**config.mk**
```make
export PLATFORM = sky130hd
export DESIGN_NAME = wb_m_pipe_master
export DESIGN_NICKNAME = d
export VERILOG_FILES = /design/src/rtl/wb_m_pipe_master.sv
export SDC_FILE = /design/constraint.sdc
export NUM_CORES = 1
export LEC_CHECK = 0
export BUFFER_PORTS_ARGS = -buffer_cell sky130_fd_sc_hd__clkbuf_2
export CAP_MARGIN = 20
export CORE_MARGIN = 4
export CORE_UTILIZATION = 58
export CTS_CLUSTER_DIAMETER = 30
export DETAILED_ROUTE_END_ITERATION = 8
export PLACE_DENSITY_LB_ADDON = 0.1
export SYNTH_ARGS = -nofsm -noshare
export SYNTH_HDL_FRONTEND = slang
export SYNTH_SLANG_ARGS = --single-unit
```
**constraint.sdc**
```tcl
create_clock -name clk -period 3.7 [get_ports clk]
set_clock_uncertainty 0.05 [all_clocks]
set_input_delay 0.37 -clock clk [delete_from_list [all_inputs] [get_ports clk]]
set_output_delay 0.37 -clock clk [all_outputs]
set_load 0.005 [all_outputs]
```
**src/rtl/wb_m_pipe_master.sv**
```systemverilog
// -----------------------------------------------------------------------------
// wb_m_pipe_master
// Command-driven Wishbone B4 pipelined master. Commands are queued in a
// command FIFO, issued on the bus with up to MAX_OUT requests in flight, and
// every access produces one response in issue order through a
// first-word-fall-through response FIFO. A bus error stops issuing; the rest of
// the bus cycle (up to the cmd_last command) is flushed with error responses.
//
// Optional feature: define WB_M_PIPE_MASTER_TIMEOUT_EN to compile in an ack
// watchdog that aborts the bus cycle after TIMEOUT_CYCLES silent cycles.
//
// Ports
//   clk, rst_n                  clock, asynchronous active-low reset
//   cmd_valid/cmd_ready         command handshake
//   cmd_we/addr/data/sel/last   command payload (last closes the bus cycle)
//   rsp_valid/rsp_ready         response handshake
//   rsp_data, rsp_err           read data (0 for writes), error/abort flag
//   wb_*_o / wb_*_i             Wishbone B4 pipelined master interface
//   busy                        FSM not idle or any FIFO non-empty
// -----------------------------------------------------------------------------
module wb_m_pipe_master #(
    parameter int ADDR_WIDTH     = 32,
    parameter int DATA_WIDTH     = 32,
    parameter int CMD_DEPTH      = 4,
    parameter int MAX_OUT        = 4,
    parameter int TIMEOUT_CYCLES = 256
) (
    input  logic                    clk,
    input  logic                    rst_n,
    input  logic                    cmd_valid,
    output logic                    cmd_ready,
    input  logic                    cmd_we,
    input  logic [ADDR_WIDTH-1:0]   cmd_addr,
    input  logic [DATA_WIDTH-1:0]   cmd_data,
    input  logic [DATA_WIDTH/8-1:0] cmd_sel,
    input  logic                    cmd_last,
    output logic                    rsp_valid,
    input  logic                    rsp_ready,
    output logic [DATA_WIDTH-1:0]   rsp_data,
    output logic                    rsp_err,
    output logic                    wb_cyc_o,
    output logic                    wb_stb_o,
    output logic                    wb_we_o,
    output logic [ADDR_WIDTH-1:0]   wb_adr_o,
    output logic [DATA_WIDTH-1:0]   wb_dat_o,
    output logic [DATA_WIDTH/8-1:0] wb_sel_o,
    input  logic [DATA_WIDTH-1:0]   wb_dat_i,
    input  logic                    wb_ack_i,
    input  logic                    wb_err_i,
    input  logic                    wb_stall_i,
    output logic                    busy
);

    localparam int SEL_W = DATA_WIDTH / 8;
    localparam int CPW   = $clog2(CMD_DEPTH);
    localparam int OW    = $clog2(MAX_OUT + 1);
    localparam int RPW   = (MAX_OUT > 1) ? $clog2(MAX_OUT) : 1;
    localparam int CMD_W = ADDR_WIDTH + DATA_WIDTH + SEL_W + 2;

    typedef enum logic [1:0] {IDLE, BUS, DRAIN, FLUSH} state_t;

    state_t                  state_q, state_d;
    logic                    rdy_q;
    logic                    err_q, err_d;       // bus error seen this cycle
    logic                    last_q, last_d;     // cmd_last already issued
    logic                    to_q, to_d;         // watchdog abort in progress
    logic [OW-1:0]           outst_q, outst_d;
    logic [MAX_OUT-1:0]      inflight_we_q, inflight_we_d;

    logic [CMD_W-1:0]        cmd_mem_q [CMD_DEPTH];
    logic [CPW-1:0]          cmd_wptr_q, cmd_rptr_q;
    logic [CPW:0]            cmd_cnt_q, cmd_cnt_d;
    logic [DATA_WIDTH:0]     rsp_mem_q [MAX_OUT];
    logic [RPW-1:0]          rsp_wptr_q, rsp_rptr_q;
    logic [OW-1:0]           rsp_cnt_q, rsp_cnt_d;

    logic                    head_we, head_last;
    logic [ADDR_WIDTH-1:0]   head_adr;
    logic [DATA_WIDTH-1:0]   head_dat;
    logic [SEL_W-1:0]        head_sel;

    logic cmd_empty_s, cmd_full_s, cmd_push_s, cmd_pop_s;
    logic rsp_empty_s, rsp_full_s, rsp_push_s, rsp_pop_s;
    logic room_s, stb_s, issue_s, bus_rsp_s, to_drain_s, flush_pop_s, tmo_hit_s;
    logic [DATA_WIDTH:0] rsp_wdata_s;

    assign {head_we, head_adr, head_dat, head_sel, head_last} = cmd_mem_q[cmd_rptr_q];

    assign cmd_empty_s = (cmd_cnt_q == '0);
    assign cmd_full_s  = (cmd_cnt_q == (CPW+1)'(CMD_DEPTH));
    assign rsp_empty_s = (rsp_cnt_q == '0);
    assign rsp_full_s  = (rsp_cnt_q == OW'(MAX_OUT));

    // Requests in flight plus undelivered responses may never exceed MAX_OUT,
    // which is what keeps the response FIFO from overflowing.
    assign room_s = (({1'b0, outst_q} + {1'b0, rsp_cnt_q}) < (OW+1)'(MAX_OUT));

    // A same-cycle error also suppresses STB so nothing issues behind it.
    assign stb_s       = (state_q == BUS) && !cmd_empty_s && room_s && !err_q
                         && !to_q && !wb_err_i;
    assign issue_s     = stb_s && !wb_stall_i;
    assign bus_rsp_s   = (wb_ack_i || wb_err_i) && (outst_q != '0) && !to_q;
    assign to_drain_s  = to_q && (outst_q != '0);
    assign flush_pop_s = (state_q == FLUSH) && !cmd_empty_s && !rsp_full_s;

    assign cmd_ready  = rdy_q && !cmd_full_s;
    assign cmd_push_s = cmd_valid && cmd_ready;
    assign cmd_pop_s  = issue_s || flush_pop_s;
    assign rsp_push_s = bus_rsp_s || to_drain_s || flush_pop_s;
    assign rsp_pop_s  = !rsp_empty_s && rsp_ready;

    assign wb_cyc_o  = ((state_q == BUS) || (state_q == DRAIN)) && !to_q;
    assign wb_stb_o  = stb_s;
    assign wb_we_o   = stb_s ? head_we  : 1'b0;
    assign wb_adr_o  = stb_s ? head_adr : '0;
    assign wb_dat_o  = stb_s ? head_dat : '0;
    assign wb_sel_o  = stb_s ? head_sel : '0;

    assign rsp_valid = !rsp_empty_s;
    assign rsp_data  = rsp_empty_s ? '0   : rsp_mem_q[rsp_rptr_q][DATA_WIDTH:1];
    assign rsp_err   = rsp_empty_s ? 1'b0 : rsp_mem_q[rsp_rptr_q][0];
    assign busy      = (state_q != IDLE) || !cmd_empty_s || !rsp_empty_s;

`ifdef WB_M_PIPE_MASTER_TIMEOUT_EN
    localparam int TW = $clog2(TIMEOUT_CYCLES + 1);
    logic [TW-1:0] tmo_q, tmo_d;
    logic          tmo_inc_s;

    assign tmo_inc_s = ((state_q == BUS) || (state_q == DRAIN)) && (outst_q != '0)
                       && !wb_ack_i && !wb_err_i && !to_q;
    assign tmo_hit_s = tmo_inc_s && (tmo_q == TW'(TIMEOUT_CYCLES - 1));

    // Watchdog: counts silent cycles while requests are in flight.
    always_comb begin
        tmo_d = tmo_q;
        if (tmo_inc_s) begin
            tmo_d = tmo_q + TW'(1);
        end else begin
            tmo_d = '0;
        end
    end

    // Watchdog counter register.
    always_ff @(posedge clk or negedge rst_n) begin
        if (!rst_n) begin
            tmo_q <= '0;
        end else begin
            tmo_q <= tmo_d;
        end
    end
`else
    assign tmo_hit_s = 1'b0;
`endif

    // Response payload: read data only for reads; aborts carry zero data.
    always_comb begin
        rsp_wdata_s = {{DATA_WIDTH{1'b0}}, 1'b1};
        if (bus_rsp_s) begin
            rsp_wdata_s = {(inflight_we_q[0] ? {DATA_WIDTH{1'b0}} : wb_dat_i), wb_err_i};
        end else begin
            rsp_wdata_s = {{DATA_WIDTH{1'b0}}, 1'b1};
        end
    end

    // Counters, in-flight direction queue and FSM next state.
    always_comb begin
        logic          shift_v;
        logic [OW-1:0] idx_v;
        state_d       = state_q;
        err_d         = err_q;
        last_d        = last_q;
        to_d          = to_q;
        outst_d       = outst_q;
        cmd_cnt_d     = cmd_cnt_q;
        rsp_cnt_d     = rsp_cnt_q;
        inflight_we_d = inflight_we_q;
        shift_v       = bus_rsp_s || to_drain_s;
        idx_v         = shift_v ? (outst_q - OW'(1)) : outst_q;

        // Issue and completion in the same cycle cancel out.
        if (issue_s && !shift_v) begin
            outst_d = outst_q + OW'(1);
        end else if (!issue_s && shift_v) begin
            outst_d = outst_q - OW'(1);
        end else begin
            outst_d = outst_q;
        end

        // Direction bits of in-flight requests, oldest at bit 0.
        if (shift_v) begin
            inflight_we_d = inflight_we_q >> 1;
        end else begin
            inflight_we_d = inflight_we_q;
        end
        for (int i = 0; i < MAX_OUT; i++) begin
            if (issue_s && (OW'(i) == idx_v)) begin
                inflight_we_d[i] = head_we;
            end else begin
                inflight_we_d[i] = inflight_we_d[i];
            end
        end

        if (cmd_push_s && !cmd_pop_s) begin
            cmd_cnt_d = cmd_cnt_q + (CPW+1)'(1);
        end else if (!cmd_push_s && cmd_pop_s) begin
            cmd_cnt_d = cmd_cnt_q - (CPW+1)'(1);
        end else begin
            cmd_cnt_d = cmd_cnt_q;
        end

        if (rsp_push_s && !rsp_pop_s) begin
            rsp_cnt_d = rsp_cnt_q + OW'(1);
        end else if (!rsp_push_s && rsp_pop_s) begin
            rsp_cnt_d = rsp_cnt_q - OW'(1);
        end else begin
            rsp_cnt_d = rsp_cnt_q;
        end

        case (state_q)
            IDLE: begin
                err_d  = 1'b0;
                last_d = 1'b0;
                to_d   = 1'b0;
                if (!cmd_empty_s) begin
                    state_d = BUS;
                end else begin
                    state_d = IDLE;
                end
            end
            BUS: begin
                if (issue_s && head_last) begin
                    last_d = 1'b1;
                end else begin
                    last_d = last_q;
                end
                if (bus_rsp_s && wb_err_i) begin
                    err_d = 1'b1;
                end else begin
                    err_d = err_q;
                end
                if (tmo_hit_s) begin
                    to_d = 1'b1;
                end else begin
                    to_d = to_q;
                end
                if ((issue_s && head_last) || (bus_rsp_s && wb_err_i) || tmo_hit_s) begin
                    state_d = DRAIN;
                end else begin
                    state_d = BUS;
                end
            end
            DRAIN: begin
                if (bus_rsp_s && wb_err_i) begin
                    err_d = 1'b1;
                end else begin
                    err_d = err_q;
                end
                if (outst_q == '0) begin
                    to_d = 1'b0;
                    if ((err_q || to_q) && !last_q) begin
                        state_d = FLUSH;
                    end else begin
                        state_d = IDLE;
                    end
                end else if (tmo_hit_s) begin
                    to_d    = 1'b1;
                    state_d = DRAIN;
                end else begin
                    state_d = DRAIN;
                end
            end
            FLUSH: begin
                if (flush_pop_s && head_last) begin
                    state_d = IDLE;
                end else begin
                    state_d = FLUSH;
                end
            end
            default: begin
                state_d = IDLE;
            end
        endcase
    end

    // Control state; reset also discards anything in flight.
    always_ff @(posedge clk or negedge rst_n) begin
        if (!rst_n) begin
            state_q       <= IDLE;
            rdy_q         <= 1'b0;
            err_q         <= 1'b0;
            last_q        <= 1'b0;
            to_q          <= 1'b0;
            outst_q       <= '0;
            inflight_we_q <= '0;
            cmd_wptr_q    <= '0;
            cmd_rptr_q    <= '0;
            cmd_cnt_q     <= '0;
            rsp_wptr_q    <= '0;
            rsp_rptr_q    <= '0;
            rsp_cnt_q     <= '0;
        end else begin
            state_q       <= state_d;
            rdy_q         <= 1'b1;
            err_q         <= err_d;
            last_q        <= last_d;
            to_q          <= to_d;
            outst_q       <= outst_d;
            inflight_we_q <= inflight_we_d;
            cmd_cnt_q     <= cmd_cnt_d;
            rsp_cnt_q     <= rsp_cnt_d;
            if (cmd_push_s) cmd_wptr_q <= cmd_wptr_q + CPW'(1);
            if (cmd_pop_s)  cmd_rptr_q <= cmd_rptr_q + CPW'(1);
            if (rsp_push_s) rsp_wptr_q <= (rsp_wptr_q == RPW'(MAX_OUT - 1)) ? '0 : rsp_wptr_q + RPW'(1);
            if (rsp_pop_s)  rsp_rptr_q <= (rsp_rptr_q == RPW'(MAX_OUT - 1)) ? '0 : rsp_rptr_q + RPW'(1);
        end
    end

    // FIFO storage; validity is tracked by the counters, so no reset needed.
    always_ff @(posedge clk) begin
        if (cmd_push_s) cmd_mem_q[cmd_wptr_q] <= {cmd_we, cmd_addr, cmd_data, cmd_sel, cmd_last};
        if (rsp_push_s) rsp_mem_q[rsp_wptr_q] <= rsp_wdata_s;
    end

endmodule

```
==> impl_metrics.ini <==
[run_status]
outcome = complete, no violations

[floorplan]
initial_core_util_pct = 58.8
rows = 63
die_area_um2 = 32800
io_pins = 216
die_w_um = 181
dieHeight_um = 181
core_area_um2 = 29600

[global_route]
grt_usage_pct = 21.6
grt_max_degree = 57
grt_pass1_wl_um = 55300
grt_antenna_before_repair = 3
overflow = 0
first_global_vias = 10000

[power]
ir_worst_vdd_mv = 0.471
finalPower_w = 0.0184
power_density_nw_per_um2 = 822
p_leak_nw = 8.14

[routing]
viasPerCell = 5.51
wl_per_cell_um = 20.8
dr.first_iter.drc_count = 582
via_count = 9094
drt_first_pass_iters = 5
antenna_left = 0
drc = 0
wl_um = 34400

[synth]
synth.top_cell.area_share_pct = 71.2
yosysMostFrequentCell = edfxtp_1
avgSynthCellArea_um2 = 20.4
syn_inst = 851
syn_nets = 983
syn-cell-area_um2 = 17400
yosysWarningCount = 0
synthArstFlopShare_pct = 5.94
synth_edf_count = 412
synth_top_area_cell = edfxtp_1
synth.area.top_cells = edfxtp_1 (71%), mux4_2 (13%), dfrtp_1 (3.7%), nor2b_1 (2.7%), and2_1 (2.4%)
yosysSeqAreaShare_pct = 74.9
synth.distinct_cells = 41
synth-seq-cells = 438
synth.top_cells.by_count = edfxtp_1 (412), mux4_2 (102), nor2b_1 (74), and2_1 (66), dfrtp_1 (26)
synthFlopType = edfxtp_1

[cts]
h-tree-depth = 3
cts_tree = yes
clkSlewWorstSetupHoldPaths_ns = 0.05
holdBufCountCts = 71
clk_latency_ns = 0.58
numCtsBuffers = 76
cts.path.max_buffers = 3
clock-root-buffer = clkbuf_16
postCtsSetupRepairBufs = 0
cts.repair.resized = 0
cts_sinks = 438

[setup_path]
cp_common_cell = buf_4
critPathLaunchType = flop
crit_path_end_kind = output pin
crit_chain = nor3_1, nand4bb_4, buf_4, buf_4, nor2b_1, clkbuf_2
critPathKind = flop to output pin
cp_data_arrival_time_ns = 2.86
critical_path.slowest_cell = nor3_1
critPathMaxFanout = 43
required_ns = 3.28
worstRegToRegCells = 11
cpPeakStageDelay_ns = 0.51

[finish]
area_delta_synth_final_pct = 29.0
fin_nets = 1330
final_cell_area_um2 = 22400
stdcell_count = 1650
drive_gt1_share_pct = 38.5

[place]
placed_area_um2 = 19100
gp_congestion = 0.817
dp_cells = 1439
io_buffers = 215
place_hpwl_um = 20400

[timing]
worst_pin_slew_ns = 0.765
maxSlewViolCount = 0
fmax_mhz = 304
slew_headroom_pct = 48.5
fin_setup_tns_ns = 0
setup_viol = 0
finalHoldViolations = 0
min_period_ns = 3.28
rsz0062_at_grt = false
period_share_pct = 88.8

[job]
cap_violations = 0

[hold_path]
holdPathStages = 2
hp-class = input port to flop
==> through the flow <==
step,hold slack [ns],setup slack (ns),util [%]
after global placement,0.382,0.927,64.7
after CTS,0.0912,0.390,75.8
after detailed placement,0.383,0.888,64.7
after floorplan,0.0244,0.414,-
after global routing,0.114,0.215,75.8
final,0.106,0.415,75.8
==> sequential cells by signal, indices dropped and copies added (netlist names) <==
| register | cells |
|---|---|
| err_q | 1 |
| inflight_we_q | 4 |
| rdy_q | 1 |
| cmd_mem_q | 280 |
| rsp_rptr_q | 2 |
| state_q | 2 |
| outst_q | 3 |
| cmd_wptr_q | 2 |
| rsp_wptr_q | 2 |
| cmd_rptr_q | 2 |
| cmd_cnt_q | 3 |
| rsp_mem_q | 132 |
| last_q | 1 |
| rsp_cnt_q | 3 |
==> critical path: cells and delay by family (launching register included) <==
family                 cells  cell delay (ns)
buffers and inverters      3             0.95
flip-flops                 1             0.42
AND/OR/NAND/NOR            3             0.88
==> worst paths after layout <==
check | startpoint | to | slack (ns)
hold reg to reg | cmd_cnt_q[2]$_DFFE_PN0P_ | cmd_cnt_q[2]$_DFFE_PN0P_ | 0.45
setup / recovery | cmd_cnt_q[0]$_DFFE_PN0P_ | wb_dat_o[19] | 0.42
min in group asynchronous | rst_n | rsp_rptr_q[1]$_DFFE_PN0P_ | 0.32
hold / removal | wb_dat_i[24] | rsp_mem_q[3][25]$_DFFE_PP_ | 0.11
setup reg to reg | outst_q[0]$_DFFE_PN0P_ | rsp_cnt_q[1]$_DFFE_PN0P_ | 0.87
max in group asynchronous | rst_n | cmd_rptr_q[1]$_DFFE_PN0P_ | 2.80
==> final cells by class <==
class | count | area [µm²]
well taps | 390 | 488
clock inverters | 56 | 607
clock buffers | 82 | 1960
fillers | 1711 | 7150
multi-input cells | 358 | 4200
flip-flops and latches | 438 | 13000
inverters | 16 | 60.1
diodes | 2 | 5.00
repair buffers | 308 | 2060
==> routing by layer <==
metal / routed length, µm / GRT usage [%] / up-vias
met3: 2300 / 5.11 / 58
met2: 17300 / 36.3 / 325
met1: 14000 / 28.3 / 4607
li1: - / - / 4102
met5: 13 / 0 / -
met4: 781 / 6.96 / 2
==> power breakdown <==
| group | leakage, nW | internal (W) | switching, W | total, W |
|---|---|---|---|---|
| Clock | 1.25 | 0.00444 | 0.00240 | 0.00684 |
| Sequential | 4.10 | 0.00656 | 0.000408 | 0.00697 |
| Combinational | 2.80 | 0.00236 | 0.00226 | 0.00462 |
==> cells by family after synthesis <==
logic type / Yosys count / share of synthesized area [%]
mux: 115 / 14.0
flops: 438 / 74.9
simple gates: 180 / 6.31
other cells: 1 / 0.0216
compound gates: 25 / 0.979
fa+ha+maj: 23 / 1.74
buf+inv: 55 / 1.30
xor+xnor: 14 / 0.706
==> cell usage in the layout, fill, tap and decap left out, types with 8 or more instances in the layout <==
master,count
mux2i_1,8
clkinv_1,10
buf_4,13
inv_1,15
buf_12,9
nor2b_1,70
clkbuf_16,77
mux4_2,102
dlygate4sd3_1,71
inv_6,8
dfrtp_1,23
ha_1,21
clkinv_2,12
nor2_1,12
and2_1,66
bufinv_16,8
edfxtp_1,412
clkbuf_2,215
(Power assumes the default switching activity.)
